==> config.mk <==
export PLATFORM = sky130hd
export DESIGN_NAME = ariane_irq_gateway_array
export DESIGN_NICKNAME = d
export VERILOG_FILES = /design/src/rtl/ariane_irq_pkg.sv /design/src/rtl/ariane_irq_gateway_cell.sv /design/src/rtl/ariane_irq_gateway_array.sv
export SDC_FILE = /design/constraint.sdc
export NUM_CORES = 1
export LEC_CHECK = 0
export CAP_MARGIN = 40
export CORE_ASPECT_RATIO = 0.8
export CORE_UTILIZATION = 50
export CTS_CLUSTER_SIZE = 16
export DETAILED_ROUTE_END_ITERATION = 10
export PLACE_DENSITY = 0.81
export SYNTH_ARGS = -nofsm -noshare
export SYNTH_HDL_FRONTEND = slang
export SYNTH_HIERARCHICAL = 1
export SYNTH_SLANG_ARGS = --single-unit
==> constraint.sdc <==
create_clock -name aclk -period 1.5 [get_ports aclk]
set_input_delay 0.3 -clock aclk [delete_from_list [all_inputs] [get_ports aclk]]
set_output_delay 0.3 -clock aclk [all_outputs]
set_load 0.005 [all_outputs]
==> src/rtl/ariane_irq_pkg.sv <==
// Shared types and default sizing for the interrupt gateway array.
package ariane_irq_pkg;

  typedef enum logic [1:0] {
    GW_IDLE     = 2'd0,
    GW_PENDING  = 2'd1,
    GW_INFLIGHT = 2'd2
  } gw_state_e;

  localparam int unsigned DEF_NR_SRC     = 32;
  localparam int unsigned DEF_PEND_CNT_W = 2;

endpackage

==> src/rtl/ariane_irq_gateway_cell.sv <==
// One interrupt source: synchroniser, edge detect, claim/complete FSM,
// queued-edge counter and sticky overflow flag.
//   state       | meaning
//   GW_IDLE     | no request outstanding
//   GW_PENDING  | request visible to the PLIC, waiting for a claim
//   GW_INFLIGHT | claimed, waiting for the completion
module ariane_irq_gateway_cell
  import ariane_irq_pkg::*;
#(
  parameter bit          EDGE_MODE   = 1'b0,
  parameter int unsigned SYNC_STAGES = 2,
  parameter int unsigned PEND_CNT_W  = 2
) (
  input  logic aclk,
  input  logic areset,
  input  logic irq,
  input  logic claim,
  input  logic complete,
  input  logic overflow_clr,
  output logic pending,
  output logic inflight,
  output logic overflow
);

  localparam logic [PEND_CNT_W-1:0] CNT_MAX = '1;

  gw_state_e             state_q, state_d;
  logic [PEND_CNT_W-1:0] cnt_q, cnt_d;
  logic                  ovf_q, ovf_set;
  logic                  line_s, prev_q, rise_q;
  logic                  req, edge_evt;

  generate
    if (SYNC_STAGES > 0) begin : g_sync
      logic [SYNC_STAGES-1:0] sync_q;
      always_ff @(posedge aclk) begin
        if (areset) sync_q <= '0;
        else        sync_q <= (sync_q << 1) | SYNC_STAGES'(irq);
      end
      assign line_s = sync_q[SYNC_STAGES-1];
    end else begin : g_nosync
      assign line_s = irq;
    end
  endgenerate

  // Rise is registered, so edge mode costs one cycle more than level mode.
  always_ff @(posedge aclk) begin
    if (areset) begin
      prev_q <= 1'b0;
      rise_q <= 1'b0;
    end else begin
      prev_q <= line_s;
      rise_q <= line_s & ~prev_q;
    end
  end

  assign edge_evt = EDGE_MODE & rise_q;
  assign req      = EDGE_MODE ? rise_q : line_s;

  always_ff @(posedge aclk) begin
    if (areset) begin
      state_q <= GW_IDLE;
      cnt_q   <= '0;
      ovf_q   <= 1'b0;
    end else begin
      state_q <= state_d;
      cnt_q   <= cnt_d;
      ovf_q   <= ovf_set | (ovf_q & ~overflow_clr);
    end
  end

  always_comb begin
    state_d = state_q;
    cnt_d   = cnt_q;
    ovf_set = 1'b0;
    case (state_q)
      GW_IDLE: begin
        if (req) state_d = GW_PENDING;
      end
      GW_PENDING: begin
        if (claim) state_d = GW_INFLIGHT;
        if (edge_evt) begin
          if (cnt_q == CNT_MAX) ovf_set = 1'b1;
          else                  cnt_d   = cnt_q + 1'b1;
        end
      end
      GW_INFLIGHT: begin
        if (complete) begin
          // A fresh edge together with a complete cancels the decrement.
          if (edge_evt) begin
            state_d = GW_PENDING;
          end else if (cnt_q != '0) begin
            state_d = GW_PENDING;
            cnt_d   = cnt_q - 1'b1;
          end else begin
            state_d = GW_IDLE;
          end
        end else if (edge_evt) begin
          if (cnt_q == CNT_MAX) ovf_set = 1'b1;
          else                  cnt_d   = cnt_q + 1'b1;
        end
      end
      default: state_d = GW_IDLE;
    endcase
  end

  always_comb begin
    pending  = (state_q == GW_PENDING);
    inflight = (state_q == GW_INFLIGHT);
    overflow = ovf_q;
  end

endmodule

==> src/rtl/ariane_irq_gateway_array.sv <==
// Generic N-source interrupt gateway front end; source 0 is reserved and
// permanently idle.
module ariane_irq_gateway_array
  import ariane_irq_pkg::*;
#(
  parameter int unsigned        NR_SRC      = DEF_NR_SRC,
  parameter int unsigned        SRC_ID_W    = $clog2(NR_SRC),
  parameter logic [NR_SRC-1:0]  EDGE_MASK   = '0,
  parameter int unsigned        SYNC_STAGES = 2,
  parameter int unsigned        PEND_CNT_W  = DEF_PEND_CNT_W
) (
  input  logic                aclk,
  input  logic                areset,
  input  logic [NR_SRC-1:0]   irq_src_i,
  input  logic                claim_valid_i,
  input  logic [SRC_ID_W-1:0] claim_id_i,
  input  logic                complete_valid_i,
  input  logic [SRC_ID_W-1:0] complete_id_i,
  output logic [NR_SRC-1:0]   pending_o,
  output logic [NR_SRC-1:0]   inflight_o,
  output logic [NR_SRC-1:0]   overflow_o,
  input  logic                overflow_clr_i
);

  logic unused_src0;
  assign unused_src0 = irq_src_i[0];

  assign pending_o[0]  = 1'b0;
  assign inflight_o[0] = 1'b0;
  assign overflow_o[0] = 1'b0;

  // IDs 0 and >= NR_SRC match no cell, so they fall through silently.
  for (genvar i = 1; i < NR_SRC; i++) begin : g_gw
    logic claim_hit, complete_hit;
    assign claim_hit    = claim_valid_i    && (claim_id_i    == SRC_ID_W'(i));
    assign complete_hit = complete_valid_i && (complete_id_i == SRC_ID_W'(i));

    ariane_irq_gateway_cell #(
      .EDGE_MODE   (EDGE_MASK[i]),
      .SYNC_STAGES (SYNC_STAGES),
      .PEND_CNT_W  (PEND_CNT_W)
    ) u_cell (
      .aclk         (aclk),
      .areset       (areset),
      .irq          (irq_src_i[i]),
      .claim        (claim_hit),
      .complete     (complete_hit),
      .overflow_clr (overflow_clr_i),
      .pending      (pending_o[i]),
      .inflight     (inflight_o[i]),
      .overflow     (overflow_o[i])
    );
  end

endmodule

== Word level (Yosys, flattened, before mapping) ==
Index checks and enable logic that the tools add are counted.
W data, S select, Z words.

* Add/subtract/negate cells: 31
* Equality and inequality tests: 217
* Mux-type cells: 155
* Bitwise gates (word level): 63
* Reductions and logical operators: 186

{| class="wikitable"
|+ Operators with widths
! cell !! number
|-
| $mux W2 || 93
|-
| $pmux W2 S3 || 31
|-
| $reduce_and A3 Y1 || 62
|-
| $eq A5 B5 Y1 const B || 32
|-
| $ne A2 B2 Y1 const B || 62
|-
| $eq A5 B4 Y1 const B || 16
|-
| $eq A2 B1 Y1 const B || 31
|-
| $eq A2 B2 Y1 const B || 31
|-
| $logic_and A1 B1 Y1 || 62
|-
| $logic_not A2 Y1 || 31
|-
| $ne A2 B1 Y1 const B || 31
|-
| $or A2 B1 Y2 || 31
|-
| $reduce_bool A2 Y1 || 31
|-
| $sub A2 B1 Y2 const B || 31
|-
| $eq A5 B3 Y1 const B || 8
|-
| $and A1 B1 Y1 || 31
|-
| $mux W1 || 31
|-
| $eq A5 B2 Y1 const B || 4
|-
| $eq A5 B1 Y1 const B || 2
|-
| $not A1 Y1 || 1
|}

* Register bits after elaboration: 217
* Logic and storage cells: 776

== Longest topological paths before layout ==
* Word-level depth: 4
* Depth in mapped cells: 5
* Gate-level depth less buffers: 4

== By module ==
The synthesis kept the hierarchy.

{| class="wikitable"
|+ By module, submodules not included
! module !! instances !! cells an instance !! area an instance (µm²) !! seq. area each (µm²)
|-
| ariane_irq_gateway_cell || 31 || 31 || 314.1 || 140.1
|-
| ariane_irq_gateway_array || 1 || 96 || 479.2 || 0.0
|}

== Worst setup path before layout ==
No wires, ideal clock.

* Path type: input-to-reg
* Start: input port complete_id_i[1]
* End: register g_gw[16].u_cell.cnt_q[0]
* Arrival: 1.523 ns
* Path slack: -0.145 ns
* Stages: 4
* Path buffers: 0
* Path through: or4b_1 nor2_1 and4bb_4 mux2_4

* Cells in the longest elaborated chain, start to end: 3

{| class="wikitable"
|+ RTL lines
! what !! RTL line !! text
|-
| start: declaration || ariane_irq_gateway_array.sv:18 || <nowiki>input logic [SRC_ID_W-1:0] complete_id_i,</nowiki>
|-
| $eq A5 B5 Y1 || ariane_irq_gateway_array.sv:36 || <nowiki>assign complete_hit = complete_valid_i && (complete_id_i == SRC_ID_W'(i));</nowiki>
|-
| $logic_and A1 B1 Y1 || ariane_irq_gateway_array.sv:36 ||
|-
| via g_gw[16].complete_hit || ariane_irq_gateway_array.sv:34 || <nowiki>logic claim_hit, complete_hit;</nowiki>
|-
| $reduce_and A3 Y1 (no line) || n/a ||
|-
| end signal: assignment || ariane_irq_gateway_cell.sv:67 || <nowiki>cnt_q <= cnt_d;</nowiki>
|-
| end: declaration || ariane_irq_gateway_cell.sv:28 || <nowiki>logic [PEND_CNT_W-1:0] cnt_q, cnt_d;</nowiki>
|}

The timed path passes the listed nets, and every way through them passes these cells.
A chain may end at the register's enable or synchronous reset.

== Worst setup path in the final report ==
* Start: register g_gw[8].u_cell.state_q[0]
* End: output port inflight_o[8]

* Cells in the longest elaborated chain, start to end: 1

{| class="wikitable"
|+ RTL lines
! what !! RTL line !! text
|-
| start: declaration || ariane_irq_gateway_cell.sv:27 || <nowiki>gw_state_e state_q, state_d;</nowiki>
|-
| start signal: assignment || ariane_irq_gateway_cell.sv:66 || <nowiki>state_q <= state_d;</nowiki>
|-
| $eq A2 B2 Y1 || ariane_irq_gateway_cell.sv:109 || <nowiki>inflight = (state_q == GW_INFLIGHT);</nowiki>
|-
| end: declaration || ariane_irq_gateway_array.sv:20 || <nowiki>output logic [NR_SRC-1:0] inflight_o,</nowiki>
|}

Every way passes these cells.

==> run_results.csv <==
group,metric,value,unit
finish,syn_to_final_growth,30.4,%
global_routing,vias_in_the_first_global_route,7656,
drt,drt_first_iter_violations,371,
cts,cts_tree,"done",
drt,drt-pass1-iter-count,5,
floorplan,io_pins,143,
sta,worst_case_clock_skew,11.1,ps
yosys,mappedNetlistArea,0.0102,mm²
yosys,yosys_warnings,6,
pwr,power_per_cell_area,924,mW/mm²
yosys,ys_ff_latch,217,
worst_setup_path,worstSetupStartpointType,"register",
yosys,synth-async-reset-ratio,0,%
worst_setup_path,r2r_slack,50,ps
drt,drt_wl_total,23300,µm
global_routing,grt_pass1_wl,37400,µm
worst_hold_path,hold_end,"g_gw[17].u_cell/g_sync.sync_q[0]",
global_routing,grt_max_degree,45,
pwr,peakVddDrop,0.000647,V
worst_setup_path,worst_r2r_endpoint,"g_gw[11].u_cell/cnt_q[1]",
worst_hold_path,min-delay-path-class,"input port to register",
run_status,outcome,"finished, violations left",
worst_setup_path,worst-setup-path-type,"register to output pin",
sta,timing.final.ws_setup,-76.6,ps
finish,post_layout_cell_count,1576,
sta,tns,-192,ps
yosys,synthesis.instances,1057,
floorplan,die_height,130,µm
cts,worst_skew_pair.late_latency,520,ps
run,maxCapViolCount,0,
finish,fillers,1528,
drt,ant_nets,0,
floorplan,initial_utilization,51.3,%
cts,numClockSinks,217,
placed_design,place_area,0.0125,mm²
cts,cts_buffers,23,
drt,route.detailed.wl_per_inst,14.8,µm
placed_design,placement.io_buffers,138,
worst_setup_path,timing.critical_path.arrival,1280,ps
sta,rsz0062_at_grt,"yes",
floorplan,num_rows,46,
yosys,post_synth.cell_area_avg,9.66,µm²
finish,drive_above_1_share,29.9,%
sta,finalHoldViolations,0,
finish,diodes,0,
yosys,synth.lib_cells_used.distinct,25,
yosys,synth_seq_area_share,42.5,%
sta,final.hold.worst_slack,116,ps
finish,layout_commonest_cell,"dfxtp_1",
worst_setup_path,timing.critical_path.to_type,"output pin",
cts,htree_num_levels,1,
drt,route.vias.total,7931,
placed_design,gp_congestion,0.806,
pwr,leakage,0.00572,µW
yosys,synth_enable_flop_cells,0,
drt,drc,0,
run_status,violations,"setup timing",
global_routing,grt_use_total,22.1,%
sta,final_max_slew_viol_count,0,
worst_setup_path,r2r_start,"g_gw[11].u_cell/state_q[0]",
cts,clock_tree.buffer_depth,3,
cts,root_buffer,"clkbuf_16",
worst_setup_path,worst-r2r-cell-count,5,
worst_hold_path,worstHoldStart,"areset",
yosys,dominant_register_cell_in_the_synthesized_netlist,"dfxtp_1",
cts,cts_hold_repair.buffers,0,
finish,finish.net_count,1374,
placed_design,numPlacedInstances,1505,
sta,final_critical_path_share_of_the_clock_period,105,%
placed_design,detailed_place_hpwl,15900,µm
worst_setup_path,required,1200,ps
sta,max_clock_freq,0.634,GHz
drt,post_drt_via_cell_ratio,5.03,
cts,cts.clk_slew.worst_paths,60,ps
worst_hold_path,hold_path_depth,2,
finish,commonest_cells_after_routing_fill_and_taps_aside,"dfxtp_1, nor2_1, nor2b_1",
sta,final_period_minus_worst_setup_slack,1580,ps
global_routing,antenna_found_initial,0,
sta,setup_viol,7,
worst_setup_path,cp_max_fo,2,
floorplan,dieArea,0.0210,mm²
global_routing,grt_overflow_total,0,
placed_design,worst_setup_timing_slack_at_the_placement_stage,-722,ps
floorplan,coreArea,0.0199,mm²
floorplan,die_width,162,µm
finish,post-route-cell-area,0.0133,mm²
==> registers in the layout, indices dropped and copies added, names as in the netlist <==
signal,flops
g_gw.u_cell/state_q,62
g_gw.u_cell/g_sync.sync_q,62
g_gw.u_cell/overflow,31
g_gw.u_cell/cnt_q,62
==> through the flow <==
stage	util (%)	power (µW)
detailed placement	62.6	7010
finish	66.9	12300
global placement	62.6	6990
CTS	66.8	12400
floorplan	-	6500
global route	66.9	12800
==> cell families after synthesis <==
family / Yosys count / synth area share (%)
adder cells (fa/ha/maj): 31 / 3.80
flip-flops: 217 / 42.5
AND/OR/NAND/NOR: 551 / 34.6
buffers and inverters: 133 / 5.38
multiplexers: 62 / 9.11
AO/OA/AOI/OAI: 62 / 4.56
other: 1 / 0.0367
==> worst max-delay path: stages (launching register included) <==
cell and delay, ps:
dfxtp_4 340, buf_6 110, and2b_1 190, buf_2 120
==> worst max-delay path by stage <==
| stage | startpoint | to | depth (start not counted) |
|---|---|---|---|
| after floorplan | complete_id_i[1] | g_gw[17].u_cell/cnt_q[0] | 4 |
| after global placement | complete_id_i[1] | g_gw[17].u_cell/cnt_q[1] | 5 |
| after detailed placement | complete_id_i[1] | g_gw[1].u_cell/cnt_q[0] | 5 |
| after CTS | g_gw[8].u_cell/state_q[0] | inflight_o[8] | 3 |
| after global routing | g_gw[8].u_cell/state_q[0] | inflight_o[8] | 3 |
| final | g_gw[8].u_cell/state_q[0] | inflight_o[8] | 3 |
==> per-layer routing <==
| metal | global-route usage [%] | wire length (µm) | vias to the layer above |
|---|---|---|---|
| met3 | 3.62 | 1220 | 44 |
| met2 | 37.5 | 10600 | 206 |
| li1 | - | - | 3968 |
| met5 | 0 | 0 | - |
| met4 | 7.10 | 619 | 0 |
| met1 | 28.7 | 10900 | 3713 |
==> cells in the mapped netlist (32+ instances only) <==
master   number  share of area (%)
dfxtp_1     217                 43
nand2_1      33                1.2
mux2_4       62                9.1
inv_1        93                3.4
nor2_1      155                5.7
nor2b_1     155                9.5
or2_1        32                2.0
==> layout make-up <==
| type | count | area, µm² | share of cell area, % |
|---|---|---|---|
| Timing Repair Buffer | 252 | 2000 | 15.0 |
| Sequential cell | 217 | 4470 | 33.5 |
| Multi-Input combinational cell | 709 | 5470 | 41.1 |
| Clock inverter | 7 | 63.8 | 0.479 |
| Clock buffer | 34 | 637 | 4.78 |
| Inverter | 93 | 349 | 2.62 |
| Tap cell | 264 | 330 | 2.48 |
==> timing repair <==
item                                    in CTS  in global routing
buffers inserted                            29                  4
pin swaps                                    2                  1
endpoints found under the setup margin     154                 37
gates resized for setup                    374                 25
==> where the power goes <==
part / leakage (µW) / internal, µW / switching [µW]
sequential: 0.00180 / 5870 / 53.8
clock: 0.000347 / 3110 / 2290
combinational: 0.00358 / 521 / 468
(Power assumes the default switching activity.)
